### src/rtl/acc_proc_core.sv
// acc_proc_core: accumulator processor with serial imem/dmem frame loader,
// HALT, cycle counter, termination status and a debug read port.
//
// Optional feature: define ACC_PROC_WDOG_EN to enable the execute-cycle
// watchdog (limit WDOG_CYCLES, status WDOG). Default build has no limit.
//
// Ports:
//   clk, rst          clock, synchronous active-high reset
//   run_i             execute request (level)
//   cs_i_n, cs_d_n    imem / dmem load chip selects (active-low)
//   mosi_i            serial load data, MSB first
//   done_o            FSM is IDLE
//   status_o          0 NONE, 1 END, 2 HALT, 3 ABORT, 4 WDOG
//   cycles_o          executed-cycle count of the last/current run
//   frame_err_o       one-cycle pulse on a rejected load frame
//   acc_o             accumulator
//   dbg_sel_i         1 = read imem, 0 = read dmem
//   dbg_addr_i        debug read address
//   dbg_data_o        combinational debug read data (imem zero-extended)
module acc_proc_core #(
    parameter int DATA_W      = 8,
    parameter int ADDR_W      = 4,
    parameter int WDOG_CYCLES = 255
) (
    input  logic              clk,
    input  logic              rst,
    input  logic              run_i,
    input  logic              cs_i_n,
    input  logic              cs_d_n,
    input  logic              mosi_i,
    output logic              done_o,
    output logic [2:0]        status_o,
    output logic [15:0]       cycles_o,
    output logic              frame_err_o,
    output logic [DATA_W-1:0] acc_o,
    input  logic              dbg_sel_i,
    input  logic [ADDR_W-1:0] dbg_addr_i,
    output logic [DATA_W-1:0] dbg_data_o
);

    localparam int INST_W  = ADDR_W + 4;
    localparam int FRAME_W = DATA_W + ADDR_W;
    localparam int DEPTH   = 2 ** ADDR_W;
    localparam int CNT_W   = $clog2(FRAME_W + 2);

    localparam logic [CNT_W-1:0]  CNT_FULL = CNT_W'(FRAME_W);
    localparam logic [CNT_W-1:0]  CNT_SAT  = CNT_W'(FRAME_W + 1);
    localparam logic [ADDR_W-1:0] LAST_PC  = '1;
    localparam logic [15:0]       WDOG_LIM = 16'(WDOG_CYCLES);

`ifdef ACC_PROC_WDOG_EN
    localparam logic WDOG_EN = 1'b1;
`else
    localparam logic WDOG_EN = 1'b0;
`endif

    localparam logic [2:0] ST_NONE  = 3'd0;
    localparam logic [2:0] ST_END   = 3'd1;
    localparam logic [2:0] ST_HALT  = 3'd2;
    localparam logic [2:0] ST_ABORT = 3'd3;
    localparam logic [2:0] ST_WDOG  = 3'd4;

    localparam logic [3:0] OP_ADD  = 4'h0;
    localparam logic [3:0] OP_SUB  = 4'h1;
    localparam logic [3:0] OP_AND  = 4'h2;
    localparam logic [3:0] OP_OR   = 4'h3;
    localparam logic [3:0] OP_XOR  = 4'h4;
    localparam logic [3:0] OP_LD   = 4'h5;
    localparam logic [3:0] OP_MULL = 4'h6;
    localparam logic [3:0] OP_ST   = 4'h7;
    localparam logic [3:0] OP_ADDI = 4'h8;
    localparam logic [3:0] OP_MULH = 4'h9;
    localparam logic [3:0] OP_SHL  = 4'hA;
    localparam logic [3:0] OP_SRA  = 4'hB;
    localparam logic [3:0] OP_LDI  = 4'hC;
    localparam logic [3:0] OP_BEQZ = 4'hD;
    localparam logic [3:0] OP_HALT = 4'hE;
    localparam logic [3:0] OP_BNEZ = 4'hF;

    typedef enum logic [1:0] {
        S_IDLE,
        S_EXEC,
        S_IRECV,
        S_DRECV
    } state_e;

    state_e               state_q, state_d;
    logic [ADDR_W-1:0]    pc_q, pc_d;
    logic [DATA_W-1:0]    acc_q, acc_d;
    logic [15:0]          cycles_q, cycles_d;
    logic [2:0]           status_q, status_d;
    logic [FRAME_W-1:0]   frame_q, frame_d;
    logic [CNT_W-1:0]     cnt_q, cnt_d;
    logic                 ferr_q, ferr_d;

    logic [INST_W-1:0]    imem_q [DEPTH];
    logic [DATA_W-1:0]    dmem_q [DEPTH];

    logic                 imem_we;
    logic                 dmem_we;
    logic [ADDR_W-1:0]    dmem_waddr;
    logic [DATA_W-1:0]    dmem_wdata;

    logic [INST_W-1:0]    inst;
    logic [3:0]           opcode;
    logic [ADDR_W-1:0]    operand;
    logic [DATA_W-1:0]    m_val;
    logic [DATA_W-1:0]    imm;
    logic signed [2*DATA_W-1:0] prod;
    logic                 cs_n;
    logic                 taken;
    logic                 wdog_hit;

    assign inst     = imem_q[pc_q];
    assign opcode   = inst[3:0];
    assign operand  = inst[INST_W-1:4];
    assign m_val    = dmem_q[operand];
    assign imm      = DATA_W'($signed(operand));
    assign prod     = (2*DATA_W)'($signed(acc_q)) * (2*DATA_W)'($signed(m_val));
    assign cs_n     = (state_q == S_IRECV) ? cs_i_n : cs_d_n;
    assign wdog_hit = WDOG_EN && (cycles_q == WDOG_LIM);

    always_comb begin
        state_d    = state_q;
        pc_d       = pc_q;
        acc_d      = acc_q;
        cycles_d   = cycles_q;
        status_d   = status_q;
        frame_d    = frame_q;
        cnt_d      = cnt_q;
        ferr_d     = 1'b0;
        imem_we    = 1'b0;
        dmem_we    = 1'b0;
        dmem_waddr = frame_q[ADDR_W-1:0];
        dmem_wdata = frame_q[FRAME_W-1:ADDR_W];
        taken      = 1'b0;

        unique case (state_q)
            S_IDLE: begin
                if (run_i) begin
                    state_d  = S_EXEC;
                    pc_d     = '0;
                    cycles_d = '0;
                    status_d = ST_NONE;
                end else if (!cs_i_n) begin
                    state_d = S_IRECV;
                    cnt_d   = '0;
                end else if (!cs_d_n) begin
                    state_d = S_DRECV;
                    cnt_d   = '0;
                end
            end

            S_IRECV, S_DRECV: begin
                if (!cs_n) begin
                    frame_d = {frame_q[FRAME_W-2:0], mosi_i};
                    if (cnt_q != CNT_SAT) begin
                        cnt_d = cnt_q + CNT_W'(1);
                    end
                end else begin
                    state_d = S_IDLE;
                    if (cnt_q == CNT_FULL) begin
                        imem_we = (state_q == S_IRECV);
                        dmem_we = (state_q == S_DRECV);
                    end else begin
                        ferr_d = 1'b1;
                    end
                end
            end

            S_EXEC: begin
                if (!run_i) begin
                    state_d  = S_IDLE;
                    pc_d     = '0;
                    status_d = ST_ABORT;
                end else if (wdog_hit) begin
                    state_d  = S_IDLE;
                    pc_d     = '0;
                    status_d = ST_WDOG;
                end else begin
                    if (cycles_q != 16'hFFFF) begin
                        cycles_d = cycles_q + 16'd1;
                    end
                    unique case (opcode)
                        OP_ADD:  acc_d = acc_q + m_val;
                        OP_SUB:  acc_d = acc_q - m_val;
                        OP_AND:  acc_d = acc_q & m_val;
                        OP_OR:   acc_d = acc_q | m_val;
                        OP_XOR:  acc_d = acc_q ^ m_val;
                        OP_LD:   acc_d = m_val;
                        OP_MULL: acc_d = prod[DATA_W-1:0];
                        OP_ST: begin
                            dmem_we    = 1'b1;
                            dmem_waddr = operand;
                            dmem_wdata = acc_q;
                        end
                        OP_ADDI: acc_d = acc_q + imm;
                        OP_MULH: acc_d = prod[2*DATA_W-1:DATA_W];
                        OP_SHL:  acc_d = acc_q << 1;
                        OP_SRA:  acc_d = DATA_W'($signed(acc_q) >>> 1);
                        OP_LDI:  acc_d = imm;
                        OP_BEQZ: taken = (acc_q == '0);
                        OP_HALT: ;
                        OP_BNEZ: taken = (acc_q != '0);
                    endcase

                    if (opcode == OP_HALT) begin
                        state_d  = S_IDLE;
                        pc_d     = '0;
                        status_d = ST_HALT;
                    end else if (taken) begin
                        // a taken branch keeps running even from the last slot
                        pc_d = operand;
                    end else if (pc_q == LAST_PC) begin
                        state_d  = S_IDLE;
                        pc_d     = '0;
                        status_d = ST_END;
                    end else begin
                        pc_d = pc_q + ADDR_W'(1);
                    end
                end
            end
        endcase
    end

    always_ff @(posedge clk) begin
        if (rst) begin
            state_q  <= S_IDLE;
            pc_q     <= '0;
            acc_q    <= '0;
            cycles_q <= '0;
            status_q <= ST_NONE;
            frame_q  <= '0;
            cnt_q    <= '0;
            ferr_q   <= 1'b0;
            for (int i = 0; i < DEPTH; i++) begin
                imem_q[i] <= '0;
                dmem_q[i] <= '0;
            end
        end else begin
            state_q  <= state_d;
            pc_q     <= pc_d;
            acc_q    <= acc_d;
            cycles_q <= cycles_d;
            status_q <= status_d;
            frame_q  <= frame_d;
            cnt_q    <= cnt_d;
            ferr_q   <= ferr_d;
            if (imem_we) begin
                // imem keeps only the low INST_W bits of the data field
                imem_q[frame_q[ADDR_W-1:0]] <= frame_q[ADDR_W +: INST_W];
            end
            if (dmem_we) begin
                dmem_q[dmem_waddr] <= dmem_wdata;
            end
        end
    end

    assign done_o      = (state_q == S_IDLE);
    assign status_o    = status_q;
    assign cycles_o    = cycles_q;
    assign frame_err_o = ferr_q;
    assign acc_o       = acc_q;
    assign dbg_data_o  = dbg_sel_i ? DATA_W'(imem_q[dbg_addr_i])
                                   : dmem_q[dbg_addr_i];

endmodule

### config.mk
export PLATFORM = sky130hd
export DESIGN_NAME = acc_proc_core
export DESIGN_NICKNAME = d
export VERILOG_FILES = /design/src/rtl/acc_proc_core.sv
export SDC_FILE = /design/constraint.sdc
export NUM_CORES = 1
export LEC_CHECK = 0
export BUFFER_PORTS_ARGS = -buffer_cell sky130_fd_sc_hd__buf_2
export CAP_MARGIN = 20
export CORE_MARGIN = 2
export CORE_UTILIZATION = 49
export DETAILED_ROUTE_END_ITERATION = 7
export PLACE_DENSITY = 0.74
export SLEW_MARGIN = 0
export SYNTH_ARGS = -nofsm -noshare
export SYNTH_HDL_FRONTEND = slang
export SYNTH_SLANG_ARGS = --single-unit
### constraint.sdc
create_clock -name clk -period 7.2 [get_ports clk]
set_input_delay 0.72 -clock clk [delete_from_list [all_inputs] [get_ports clk]]
set_output_delay 0.72 -clock clk [all_outputs]
set_load 0.01 [all_outputs]
==> flow_summary.yaml <==
run_status:
  outcome: "finished, final reports clean"
critical_path:
  crit_path_top_delay_cell: "mux4_2"
  critPathKind: "flip-flop to flip-flop"
  cpMostUsedCell: "inv_1"
  cp.required_ns: 7.61
  startpoint_type: "flip-flop"
  cp.arrival_ns: 7.41
  critPathCaptureType: "flip-flop"
  slowest_delay_ns: 0.56
  crit_fanout: 6
  reg2regPathDepth: 28
clock_tree:
  htree_num_levels: 2
  ctsHoldBuffers: 0
  cts_tree: "yes"
  cts.sinks: 309
  cts_made_buffers: 34
  clk_pin_slew_worst_paths_ns: 0.06
  cts_buffer_depth: 3
  clockRootBuffer: "clkbuf_16"
  clk-insertion-delay-late_ns: 0.53
global_routing:
  antenna_found_initial: 0
  grt_pass1_vias: 15100
  grt_max_degree: 72
  gr-total-overflow: 0
  grt_pass1_wl_um: 89300
  grt_use_total: 0.280
yosys:
  synth_common_cells: "edfxtp_1, nor2_1, and2_1"
  ys_types: 77
  synth_top_area_cell: "edfxtp_1"
  synth_nets: 1874
  ys.flop_type: "edfxtp_1"
  synth-async-reset-ratio: 0
  synthCells: 1748
  ys_seq_area_frac: 0.439
  synth.most_common_cell: "edfxtp_1"
  ys_warn_count: 0
  yosys.area.top_type_share: 0.386
  netlist_area_um2: 19900
  syn_area_per_cell_um2: 11.4
  synth_area_leaders: "edfxtp_1, mux4_2, fa_1"
  synth_seq_cells: 309
  synth-edff-count: 256
drt:
  drt-total-wl_um: 58400
  drt_iter0_markers: 1818
  wl_per_cell_um: 24.6
  drc: 0
  viasPerCell: 6.30
  vias: 14900
  first_pass_iters: 6
  antenna_left: 0
sta:
  whs_ns: 0.441
  worstMarginPinSlew_ns: 1.09
  hold_viol_final: 0
  final.period_utilization: 0.972
  finalClockSkew_ns: 0.0212
  slew_violations: 0
  period_minus_slack_ns: 7.00
  setup_violations: 0
  maxSlewHeadroom: 0.267
  setup_tns_ns: 0
  timing.fmax_mhz: 143
job:
  drv_cap: 0
layout:
  antenna_cells: 0
  fin_cells: 2371
  area_delta_synth_final_pct: 13.4
  drive_gt1_frac: 0.220
  fin_nets: 1950
  final_util: 0.566
die:
  rows: 73
  io_pins: 48
  start_util: 0.500
  die_x_um: 206
  die_h_um: 206
  dieArea_um2: 42300
  coreArea_um2: 39900
power:
  leakagePower_nw: 8.35
  power_density_nw_per_um2: 222
  irDropWorstVdd_mv: 0.186
min_path:
  min_path_type: "primary input to flip-flop"
  min_path_cells: 3
  holdCritStartpoint: "mosi_i"
placement:
  routabilityCongestion: 0.980
  dpl.hpwl_um: 41600
  dp_cells: 2294
  io_buffers: 46
## cells by family (layout without fill, tap and decap cells)
| group | count (synthesis) | in the layout | synth area share |
|---|---|---|---|
| AO/OA/AOI/OAI | 243 | 243 | 0.0839 |
| XOR/XNOR | 39 | 39 | 0.0171 |
| adder cells (fa/ha/maj) | 115 | 115 | 0.0936 |
| buffers and inverters | 224 | 322 | 0.0460 |
| flip-flops | 309 | 309 | 0.439 |
| multiplexers | 187 | 187 | 0.167 |
| other | 1 | 1 | 0.000188 |
| AND/OR/NAND/NOR | 630 | 630 | 0.153 |
## flip-flops by register name, summed over array words and instances (netlist names), named ones only
signal,flops
acc_o,8
cnt_q,4
cycles_o,16
dmem_q,128
frame_err_o,1
frame_q,12
imem_q,128
pc_q,4
state_q,2
status_o,2
## cell type report
class / count / area (um2)
tap: 525 / 657
clock inverter: 14 / 153
multi-input combinational: 1215 / 10500
clock buffer: 44 / 973
inverter: 117 / 440
sequential: 309 / 8750
fill: 3218 / 17300
timing repair buffer: 147 / 1130
## final timing paths
path | to | slack, ns
setup / recovery | acc_o[7]$_SDFFE_PP0P_ | 0.20
hold reg to reg | status_o[1]$_SDFFE_PP0P_ | 0.48
setup reg to reg | acc_o[7]$_SDFFE_PP0P_ | 0.20
hold / removal | frame_q[0]$_SDFFE_PP0P_ | 0.44
## through the flow
step                area [um2]  power [mW]  setup WS [ns]
floorplan                19900        2.80          0.267
global placement         21100        3.13         0.0177
detailed placement       21100        3.17         -0.189
CTS                      22200        4.95        0.00160
global route             22600        5.18        -0.0391
finish                   22600        5.02          0.200
## power breakdown
| group | switching [mW] | total (mW) | internal, mW | leakage (nW) |
|---|---|---|---|---|
| Combinational | 0.676 | 1.17 | 0.497 | 4.83 |
| Clock | 0.722 | 1.78 | 1.06 | 0.543 |
| Sequential | 0.0598 | 2.06 | 2.00 | 2.97 |
| Total | 1.46 | 5.02 | 3.56 | 8.35 |
## cells in the final DEF (no fill, tap or decap), types with 7 or more instances in the layout
cell type  count
nor3_1        13
nand4_1        7
nor2b_1        8
buf_2         46
o21bai_1       8
a221oi_1       9
buf_4         86
xnor2_1       26
edfxtp_1     256
a211oi_1      13
a22oi_1       16
nor2_1       248
clkbuf_16     40
ha_1          56
inv_1        113
and2_1       133
mux2i_1       50
nand3_1       20
fa_1          56
o21ai_0       44
or2_2         21
a21oi_1       42
a31oi_1       16
a211o_1        7
a32oi_1        7
mux2_2        21
xor2_1        13
nand2_1      108
dfxtp_1       51
mux4_2       114
and3_1        12
nand2b_1      26
## critical path, delay by kind of cell, from the launching register on
family / cells / cell delay (ns)
buf+inv: 8 / 0.69
flops: 1 / 0.40
simple gates: 3 / 0.51
compound gates: 9 / 1.79
fa+ha+maj: 6 / 2.40
mux: 2 / 1.08
## repair_timing
| item | CTS | global route |
|---|---|---|
| buffers inserted | 0 | 17 |
| pin swaps | 2 | 24 |
| endpoints found under the setup margin | 3 | 6 |
| resized for setup | 12 | 51 |
| gates cloned | 0 | 3 |
## layer usage
metal / vias up / global-route usage / wire (um)
met5: - / 0 / 0
met4: 0 / 0.159 / 3720
met3: 218 / 0.0534 / 5820
met2: 923 / 0.442 / 27000
met1: 7344 / 0.363 / 21900
li1: 6461 / - / -
Power figures use the tool's default switching activity.
